$ cat src/rtl/acc_drain_pkg.sv
// acc_drain_pkg: shared types and constants for the acc_drain repeated-subtraction unit.
//   state_e        FSM states S_IDLE, S_DRAIN, S_DONE
//   WIDTH_DEF      default operand / quotient / remainder width
//   QUOT_ALL_ONES  all-ones pattern reported as the quotient on divide-by-zero
//                  (sliced to WIDTH at the point of use)
package acc_drain_pkg;

  localparam int unsigned WIDTH_DEF = 8;

  localparam logic [63:0] QUOT_ALL_ONES = '1;

  typedef enum logic [1:0] {
    S_IDLE,
    S_DRAIN,
    S_DONE
  } state_e;

endpackage

$ cat src/rtl/drain_sub.sv
// drain_sub: combinational WIDTH-bit subtractor producing {borrow, diff}.
// It is the mirror of the accumulator's {overflow, sum} adder.
//   i_minuend     running value
//   i_subtrahend  step subtracted from it
//   o_diff        i_minuend - i_subtrahend (modulo 2^WIDTH)
//   o_borrow      1 when i_subtrahend > i_minuend
module drain_sub
  import acc_drain_pkg::*;
#(
  parameter int unsigned WIDTH = WIDTH_DEF
) (
  input  logic [WIDTH-1:0] i_minuend,
  input  logic [WIDTH-1:0] i_subtrahend,
  output logic [WIDTH-1:0] o_diff,
  output logic             o_borrow
);

  // Zero-extend by one bit so the MSB of the result is the borrow out.
  assign {o_borrow, o_diff} = {1'b0, i_minuend} - {1'b0, i_subtrahend};

endmodule

$ cat src/rtl/acc_drain.sv
// acc_drain: sequential repeated-subtraction unit. Loads a dividend, subtracts the divisor once
// per clock until the running value falls below it, then reports quotient and remainder.
//   clock        rising-edge clock
//   clear        synchronous active-high reset, highest priority
//   start        request, sampled only in idle
//   dividend     value to drain, latched on accepted start
//   divisor      step per cycle, latched on accepted start
//   abort        (only with ACC_DRAIN_ABORT_EN) stop a drain early, keeping partial results
//   busy         high from the cycle after an accepted start through the done cycle
//   done         one-cycle pulse; results valid from this cycle onward
//   quotient     number of subtractions performed
//   remainder    residue
//   div_by_zero  latched divisor was zero
// Optional feature macro: ACC_DRAIN_ABORT_EN adds the abort input.
// All outputs come straight from registers.
module acc_drain
  import acc_drain_pkg::*;
#(
  parameter int unsigned WIDTH = WIDTH_DEF
) (
  input  logic             clock,
  input  logic             clear,
  input  logic             start,
  input  logic [WIDTH-1:0] dividend,
  input  logic [WIDTH-1:0] divisor,
`ifdef ACC_DRAIN_ABORT_EN
  input  logic             abort,
`endif
  output logic             busy,
  output logic             done,
  output logic [WIDTH-1:0] quotient,
  output logic [WIDTH-1:0] remainder,
  output logic             div_by_zero
);

  state_e           r_state;
  state_e           w_state_nxt;
  logic             r_busy;
  logic             w_busy_nxt;
  logic             r_done;
  logic             w_done_nxt;
  logic [WIDTH-1:0] r_quot;
  logic [WIDTH-1:0] w_quot_nxt;
  logic [WIDTH-1:0] r_rem;
  logic [WIDTH-1:0] w_rem_nxt;
  logic [WIDTH-1:0] r_divisor;
  logic [WIDTH-1:0] w_divisor_nxt;
  logic             r_dbz;
  logic             w_dbz_nxt;

  logic [WIDTH-1:0] w_diff;
  logic             w_borrow;

  drain_sub #(
    .WIDTH(WIDTH)
  ) u_sub (
    .i_minuend   (r_rem),
    .i_subtrahend(r_divisor),
    .o_diff      (w_diff),
    .o_borrow    (w_borrow)
  );

  always_ff @(posedge clock) begin
    if (clear) begin
      r_state   <= S_IDLE;
      r_busy    <= 1'b0;
      r_done    <= 1'b0;
      r_quot    <= '0;
      r_rem     <= '0;
      r_divisor <= '0;
      r_dbz     <= 1'b0;
    end else begin
      r_state   <= w_state_nxt;
      r_busy    <= w_busy_nxt;
      r_done    <= w_done_nxt;
      r_quot    <= w_quot_nxt;
      r_rem     <= w_rem_nxt;
      r_divisor <= w_divisor_nxt;
      r_dbz     <= w_dbz_nxt;
    end
  end

  always_comb begin
    w_state_nxt   = r_state;
    w_busy_nxt    = r_busy;
    w_done_nxt    = 1'b0;
    w_quot_nxt    = r_quot;
    w_rem_nxt     = r_rem;
    w_divisor_nxt = r_divisor;
    w_dbz_nxt     = r_dbz;

    unique case (r_state)
      S_IDLE: begin
        w_busy_nxt = 1'b0;
        if (start) begin
          w_divisor_nxt = divisor;
          w_rem_nxt     = dividend;
          w_quot_nxt    = '0;
          w_dbz_nxt     = 1'b0;
          w_busy_nxt    = 1'b1;
          if (divisor == '0) begin
            // Skip draining entirely; remainder keeps the dividend.
            w_state_nxt = S_DONE;
            w_done_nxt  = 1'b1;
            w_dbz_nxt   = 1'b1;
            w_quot_nxt  = QUOT_ALL_ONES[WIDTH-1:0];
          end else begin
            w_state_nxt = S_DRAIN;
          end
        end
      end

      S_DRAIN: begin
`ifdef ACC_DRAIN_ABORT_EN
        // Abort wins over this cycle's subtraction so the partial results are left untouched.
        if (abort) begin
          w_state_nxt = S_IDLE;
          w_busy_nxt  = 1'b0;
        end else
`endif
        if (!w_borrow) begin
          w_rem_nxt  = w_diff;
          w_quot_nxt = r_quot + 1'b1;
        end else begin
          w_state_nxt = S_DONE;
          w_done_nxt  = 1'b1;
        end
      end

      S_DONE: begin
        // start is deliberately not looked at here; the earliest re-accept is the next idle cycle.
        w_state_nxt = S_IDLE;
        w_busy_nxt  = 1'b0;
      end

      default: begin
        w_state_nxt = S_IDLE;
        w_busy_nxt  = 1'b0;
      end
    endcase
  end

  assign busy        = r_busy;
  assign done        = r_done;
  assign quotient    = r_quot;
  assign remainder   = r_rem;
  assign div_by_zero = r_dbz;

endmodule

$ cat config.mk
export PLATFORM = sky130hd
export DESIGN_NAME = acc_drain
export DESIGN_NICKNAME = d
export VERILOG_FILES = /design/src/rtl/acc_drain_pkg.sv /design/src/rtl/drain_sub.sv /design/src/rtl/acc_drain.sv
export SDC_FILE = /design/constraint.sdc
export NUM_CORES = 1
export LEC_CHECK = 0
export CAP_MARGIN = 20
export CORE_MARGIN = 2
export CORE_UTILIZATION = 35
export DETAILED_ROUTE_END_ITERATION = 7
export PLACE_DENSITY = 0.61
export SYNTH_ARGS = -nofsm -noshare
export SYNTH_HDL_FRONTEND = slang
export SYNTH_HIERARCHICAL = 1
export SYNTH_SLANG_ARGS = --single-unit
$ cat constraint.sdc
create_clock -name clock -period 7.76 [get_ports clock]
set_input_delay 1.552 -clock clock [delete_from_list [all_inputs] [get_ports clock]]
set_output_delay 1.552 -clock clock [all_outputs]
set_load 0.03 [all_outputs]
Yosys cells after proc, flatten, opt, wreduce, memory -nomap -nowiden
Index checks and enable logic that the tools add are counted.
{"block": "classes", "addsub": 2, "n_eq_ne": 4, "mux": 17, "reduce_logical": 6}
{"operator": "8-bit 2-to-1 mux", "n": 5}
{"operator": "8-bit one-hot mux with 2 select lines", "n": 2}
{"operator": "8-bit by 8-bit subtractor with 9-bit output", "n": 1}
{"operator": "8-bit by 1-bit adder with 8-bit output (second input constant)", "n": 1}
{"operator": "8-bit logical NOT", "n": 1}
{"operator": "2-bit 2-to-1 mux", "n": 3}
{"operator": "2-bit inequality test (second input constant)", "n": 3}
{"operator": "1-bit 2-to-1 mux", "n": 4}
{"operator": "1-bit one-hot mux with 2 select lines", "n": 2}
{"operator": "2-bit one-hot mux with 2 select lines", "n": 1}
{"operator": "2-bit AND reduction", "n": 2}
{"operator": "3-bit AND reduction", "n": 1}
{"operator": "2-bit by 1-bit equality test with 1-bit output (second input constant)", "n": 1}
{"operator": "2-bit logical NOT", "n": 1}
{"operator": "2-bit nonzero test", "n": 1}
{"block": "totals", "regBits": 29, "input_bits": 19, "output_inout_bits": 19, "elab_cells": 36}

Longest topological paths before layout
{"block": "depth", "word_depth": 4, "ltp_mapped": 13, "mapped_depth_nobuf": 12}

Hierarchy
The synthesis kept the hierarchy.
{"module": "acc_drain", "n_inst": 1, "cells_each": 149, "area_each_um2": 1277.5, "seq_area_each_um2": 580.6}
{"module": "drain_sub", "n_inst": 1, "cells_each": 48, "area_each_um2": 354.1, "seq_area_each_um2": 0.0}

Worst setup path before layout
Ideal clock, no wire load.
{"block": "synth_timing", "kind": "reg-to-reg", "from": "register r_rem[0], in the netlist remainder[0]", "to": "register r_rem[3], in the netlist remainder[3]", "setup_time_ns": 0.091, "arrival_time_ns": 2.782, "t_required_ns": 7.669, "setup_slack_ns": 4.887, "stages_incl_launch_ff": 14, "path_buffers": 1, "synth_period_minus_slack_ns": 2.873, "path_cell_list": "dfxtp_1 -> inv_1 -> ha_1 -> fa_1 -> nor2b_4 -> o21ai_2 -> a21boi_2 -> o21ai_1 -> o2bb2ai_1 -> a21oi_1 -> o21a_1 -> clkbuf_1 -> nor2_1 -> a311oi_1"}
{"block": "synth_between", "elab_chain_len": 3, "elab_cells_between_ends": 5, "classes_between": "add/sub (1); eq/ne (1); mux (2); reduce/logical (1)"}
{"item": "start: declaration", "line_no": "acc_drain.sv:44", "source": "logic [WIDTH-1:0] r_rem;"}
{"item": "start signal: assignment", "line_no": "acc_drain.sv:77", "source": "r_rem <= w_rem_nxt;"}
{"item": "8-bit by 8-bit subtractor with 9-bit output", "line_no": "drain_sub.sv:19", "source": "assign {o_borrow, o_diff} = {1'b0, i_minuend} - {1'b0, i_subtrahend};"}
{"item": "net w_borrow", "line_no": "acc_drain.sv:52", "source": "logic w_borrow;"}
{"item": "2-bit inequality test (no source line)"}
{"item": "3-bit AND reduction (no source line)"}
The timed path passes the listed nets, and every way through them passes these cells. The select of a mux whose other input is x is not followed.
A chain may end at the register's enable or synchronous reset.

Worst setup path in the final report
{"block": "layout_timing", "from": "input port start", "to": "register r_divisor[0]"}
{"block": "layout_between", "elab_chain_len": 1}
{"item": "start: declaration", "line_no": "acc_drain.sv:23", "source": "input logic start,"}
{"item": "2-bit AND reduction (no source line)"}
{"item": "end signal: assignment", "line_no": "acc_drain.sv:78", "source": "r_divisor <= w_divisor_nxt;"}
{"item": "end: declaration", "line_no": "acc_drain.sv:46", "source": "logic [WIDTH-1:0] r_divisor;"}
Every way passes these cells.

==> results.md <==
- CP endpoint kind: register
- Num rows: 24
- DR iter-0 viols: just under 60
- CTS tree: built
- Area fraction of the dominant cell type after synthesis: 35.6%
- Die area: 5220 µm²
- Vias per std cell: 5.11
- Measured slew at the worst slew-check pin: 1.07 ns
- Number of global-route vias before repair: 1386
- GP Congestion: approximately 0.76
- Setup Skew: 0.00602 ns
- Die height: 72.3 µm
- Clk pwr share: 20.3%
- PwrDens: 373 nW/µm²
- Synthesized area: 1630 µm²
- Clock Path Buffers: 2
- Clock transition at path regs: around 0.06 ns
- Setup TNS Final: 0 ns
- Hpwl dp: between 2000 and 3000 µm
- Number of I/O pins: 38
- Worst-Skew Late Latency: about 0.29 ns
- CP Data Arrival Time: 3.41 ns
- Clock Sinks: 29
- EDFF count, synth: 0
- # resized after CTS: 0
- Reg power frac: 26.5%
- Filler instances: roughly 430
- CTS root buffer: clkbuf_8
- PortBufs: 37
- Mapped Nets: 226
- Crit Path Max Fanout: 10
- Cell-internal power: 479 µW
- Dominant cell type by area after synthesis: dfxtp_1
- DIE WIDTH: 72.3 µm
- Comb pwr share: around 53%
- GRT Total Usage: 16.1%
- CTS Hold Bufs: 0
- Final Max Tran Viols: 0
- Pwr Total: ~810 µW
- Final Cycle Share: 41.6%
- Worst vdd ir: around 0.00018 V
- Syn Area/Cell: 8.28 µm²
- Post-Syn Instances: between 150 and 200
- Syn-to-layout area delta: 33.7%
- Worst relative slew slack: 28.5%
- Total CTS buffers: 5
- Cell variety after synth: 42
- Htree depth: 2
- Routed WL per cell: about 13 µm
- Switching Fraction: 41.1%
- Ys flop type: dfxtp_1
- Diodes inserted: 0
- Type of origin of the critical path: input pin
- ANT nets after route: 0
- Share of the yosys chip area belonging to registers: 35.6%
- Final setup vio count: 0
- Met3 routed WL: 175 µm
- Crit Path Class: in2reg
- Top cells by area, synth: dfxtp_1, ha_1, nor2_1
- Total Nets Final: 263
- Post-CTS Setup Repair Bufs: 0
- CORE AREA: around 4400 µm²
- Hold WC Path Type: reg2reg
- Uppermost layer routed: met4
- Flops & latches, synth: 29
- Net switching power: 334 µW
- Antenna violations before repair: 0
- Asr flop ratio synth: 0%
- Initial Util: 37.0%
- Max Cap Viol: 0
- WP data required: 7.94 ns
- Fin util: around half
- RSZ-0062 raised after global routing: no
- Largest net degree at the start of global routing: 30
- First-pass DRT Iterations: 4
- Status: completed
- Via count: 1468
- Metal-1 WL: between 1500 and 2000 µm
- Yosys warning count: 6
- Grt ovf: 0
- DRC viols: 0
- Tmin final: between 3 and 4 ns
- Hold Vio Cnt, Final: 0
- Routed WL: between 3000 and 4000 µm
- Leak pwr: 0.000823 µW
- Fmax: between 0.3 and 0.4 GHz
- Fraction of layout instances using a drive strength above 1: 8.09%
- Detail Route met2 WL: 1550 µm
- Global-route wire length before repair: 6500 µm
-- per-stage QoR --
step	instances	worst slack, ns	hold WS (ns)	cell area, µm²
6_report	287	4.53	0.497	2180
5_1_grt	287	4.23	0.522	2180
4_1_cts	286	4.51	0.501	2150
3_5_place_dp	278	4.23	0.481	2040
3_3_place_gp	278	4.24	0.475	2040
2_1_floorplan	197	4.89	0.460	1630
-- cells by family (layout without fill, tap and decap cells) --
group | count (synthesis) | after routing | share of synthesized area (%)
AND/OR/NAND/NOR | 78 | 78 | 23.8
AO/OA/AOI/OAI | 45 | 45 | 19.6
buffers and inverters | 22 | 60 | 5.22
multiplexers | 9 | 9 | 5.52
flip-flops | 29 | 29 | 35.6
adder cells (fa/ha/maj) | 10 | 10 | 8.13
XOR/XNOR | 4 | 4 | 2.15
-- sequential cells by signal, indices dropped and copies added, names as in the netlist --
name / cells
done: 1
remainder: 8
quotient: 8
div_by_zero: 1
r_state: 2
r_divisor: 8
busy: 1
-- power groups by stage --
stage / sequential [µW] / clock (µW) / combinational [µW]
2_1_floorplan: 264 / 0 / 274
4_1_cts: 216 / 168 / 433
3_5_place_dp: 219 / 0 / 431
6_report: 216 / 165 / 432
3_3_place_gp: 220 / 0 / 430
5_1_grt: 222 / 175 / 486
-- metal layers --
layer | global-route usage [%] | up-vias
met5 | 0 | -
met1 | 21.9 | 663
li1 | - | 767
met2 | 24.1 | 32
met3 | 4.17 | 6
met4 | 6.71 | 0
-- placed cells by master, fill, tap and decap left out, types with 8 or more instances in the layout --
master            n
mux2i_1           9
clkdlybuf4s50_1  37
nor3_1            9
a21oi_1           9
a311oi_1          8
dfxtp_1          29
nand2_1          20
ha_1              9
nor2_1           30
inv_1            13
-- worst paths after layout --
path                            cells after the start            to  slack (ns)    startpoint
worst min-delay path                                2  r_divisor[6]        0.50  r_divisor[6]
worst max-delay path                                5  r_divisor[0]        4.53         start
worst max register to register                     12  remainder[2]        4.61  remainder[0]
worst min register to register                      2  r_divisor[6]        0.50  r_divisor[6]
-- critical path, cell delays in order --
cell and delay, ns:
clkdlybuf4s50_1 0.49, nor2b_1 0.17, nor2b_1 0.86, mux2i_1 0.28, nor2_1 0.05
-- Yosys cell counts (2+ instances only) --
cell type and number:
inv_1 13, nand2_1 20, mux2i_1 9, dfxtp_1 29
o21ai_0 5, xnor2_1 4, nor2_1 30, nor3_1 9
a211oi_1 2, a21oi_1 9, clkbuf_1 7, nor2b_1 4
o21ai_2 2, ha_1 9, o21a_1 4, buf_2 2
or4_4 2, o21ai_1 4, a311oi_1 8, nand3_1 3
-- final cells by class --
| class | instances | area, µm² | share of cell area [%] |
|---|---|---|---|
| well taps | 52 | 65.1 | 2.98 |
| repair buffers | 39 | 405 | 18.6 |
| clock buffers | 7 | 86.3 | 3.96 |
| inverters | 13 | 48.8 | 2.24 |
| flip-flops and latches | 29 | 581 | 26.6 |
| multi-input cells | 146 | 966 | 44.3 |
| clock inverters | 1 | 30.0 | 1.38 |
Note: power is estimated with default switching activity, not from simulation.
==> variant: new RTL, config.mk and constraints unchanged <==
The option `ACC_DRAIN_ABORT_EN` is turned on by a define.
--- a/src/rtl/acc_drain.sv
+++ b/src/rtl/acc_drain.sv
@@ -15,2 +15,4 @@
 // All outputs come straight from registers.
+`define ACC_DRAIN_ABORT_EN
+
 module acc_drain
Interface: changed (added abort); port bits go from 38 to 39. No check against the original RTL was run, so the function may have changed too.
==> variant against the unedited design <==
- setup slack got worse by 0.066 ns
- design area decreased by 1.7%
- synthesized area increased by 0.92%
- core utilization decreased by 1.2 points
- sequential cell count unchanged
- wire length increased by 2.1%
- critical path type is now reg -> reg
- largest cell class unchanged
Power is not compared: it rests on default switching activity, and its combinational part moved more than twofold at a synthesized area within 25%.
==> variant: results (changes against the unedited design) <==
----------------------------------------------------
[GRT]
  All-layer global routing usage ... 0.149 (was 0.161)
  Global-route wire length before repair ... 6090 µm (was 6500 µm)
  Via count of the first global-routing pass ... 1298 (was 1386)
  Pin count of the biggest net entering global routing ... 26 (was 30)
  Met1 Use GR ... 0.199 (was 0.219)
  Global-route track usage on met3 ... 0.0511 (was 0.0417)

[Placed design]
  HPWL reported at the end of detailed placement ... 2700 µm (was 2610 µm)
  Placed instance count ... 275 (was 278)
  Global placement routability congestion ... 0.765 (was 0.757)

[STA]
  Worst relative slew slack ... 0.308 (was 0.285)
  Worst setup skew after layout ... 0.0120 ns (was 0.00602 ns)
  Tcrit/Tclk final ... 0.424 (was 0.416)

[Synthesis]
  Synth Area in Compound Gates ... 0.233 (was 0.196)
  Number of library cell types mapped by synthesis ... 45 (was 42)
  Top cells by area in the synthesized netlist ... dfxtp_1 (35%), ha_1 (6.8%), nor2_1 (5.7%) (was dfxtp_1 (36%), ha_1 (6.9%), nor2_1 (6.9%))
  Share of the synthesized netlist area taken by xor and xnor gates ... 0.0213 (was 0.0215)

[Finish]
  Layout Nets ... 260 (was 263)
  Filler instances ... 450 (was 433)

[Hold path]
  Endpoint of the worst hold-timing path ... r_divisor[3] (was r_divisor[6])
  Launch instance of the worst min-delay path ... r_divisor[3] (was r_divisor[6])

[Route]
  DR WL met2 ... 1680 µm (was 1550 µm)
  Met1 routed wirelength after detailed routing ... 1810 µm (was 1880 µm)
  Wire length reported by the detailed router ... 3750 µm (was 3680 µm)

[Worst setup path]
  Critical path origin ... remainder[0] (was start)
  Setup slack on the worst flop-to-flop path ... 4.47 ns (was 4.61 ns)

[Status]
  Result of the run ... finished clean (unchanged)

----------------------------------------------------
variant: cell count changes after synthesis, sizes merged, moves of 3 or more:
cell | unedited run | this run
nor2 | 30 | 26
buf | 2 | 5
clkbuf | 7 | 4
nand2 | 20 | 24
a21oi | 10 | 5
a32o | 0 | 5
nor3 | 10 | 3
variant: cell type report:
class	instances	area (µm²)	share of cell area
Multi-Input combinational cell	142	965	0.450
Sequential cell	29	581	0.271
Timing Repair Buffer	38	380	0.177
Clock buffer	7	96.3	0.0449
Tap cell	52	65.1	0.0303
Inverter	14	52.6	0.0245
Clock inverter	1	5.00	0.00233
variant: critical path, stage by stage, from the launching register on:
cell	delay, ns
dfxtp_1	0.35
inv_1	0.05
ha_1	0.21
fa_1	0.44
nor2b_4	0.14
o21ai_2	0.07
a21boi_2	0.20
o21ai_1	0.12
o2bb2ai_1	0.17
or3b_1	0.44
a21oi_4	0.54
o21ai_0	0.18
a32o_1	0.29
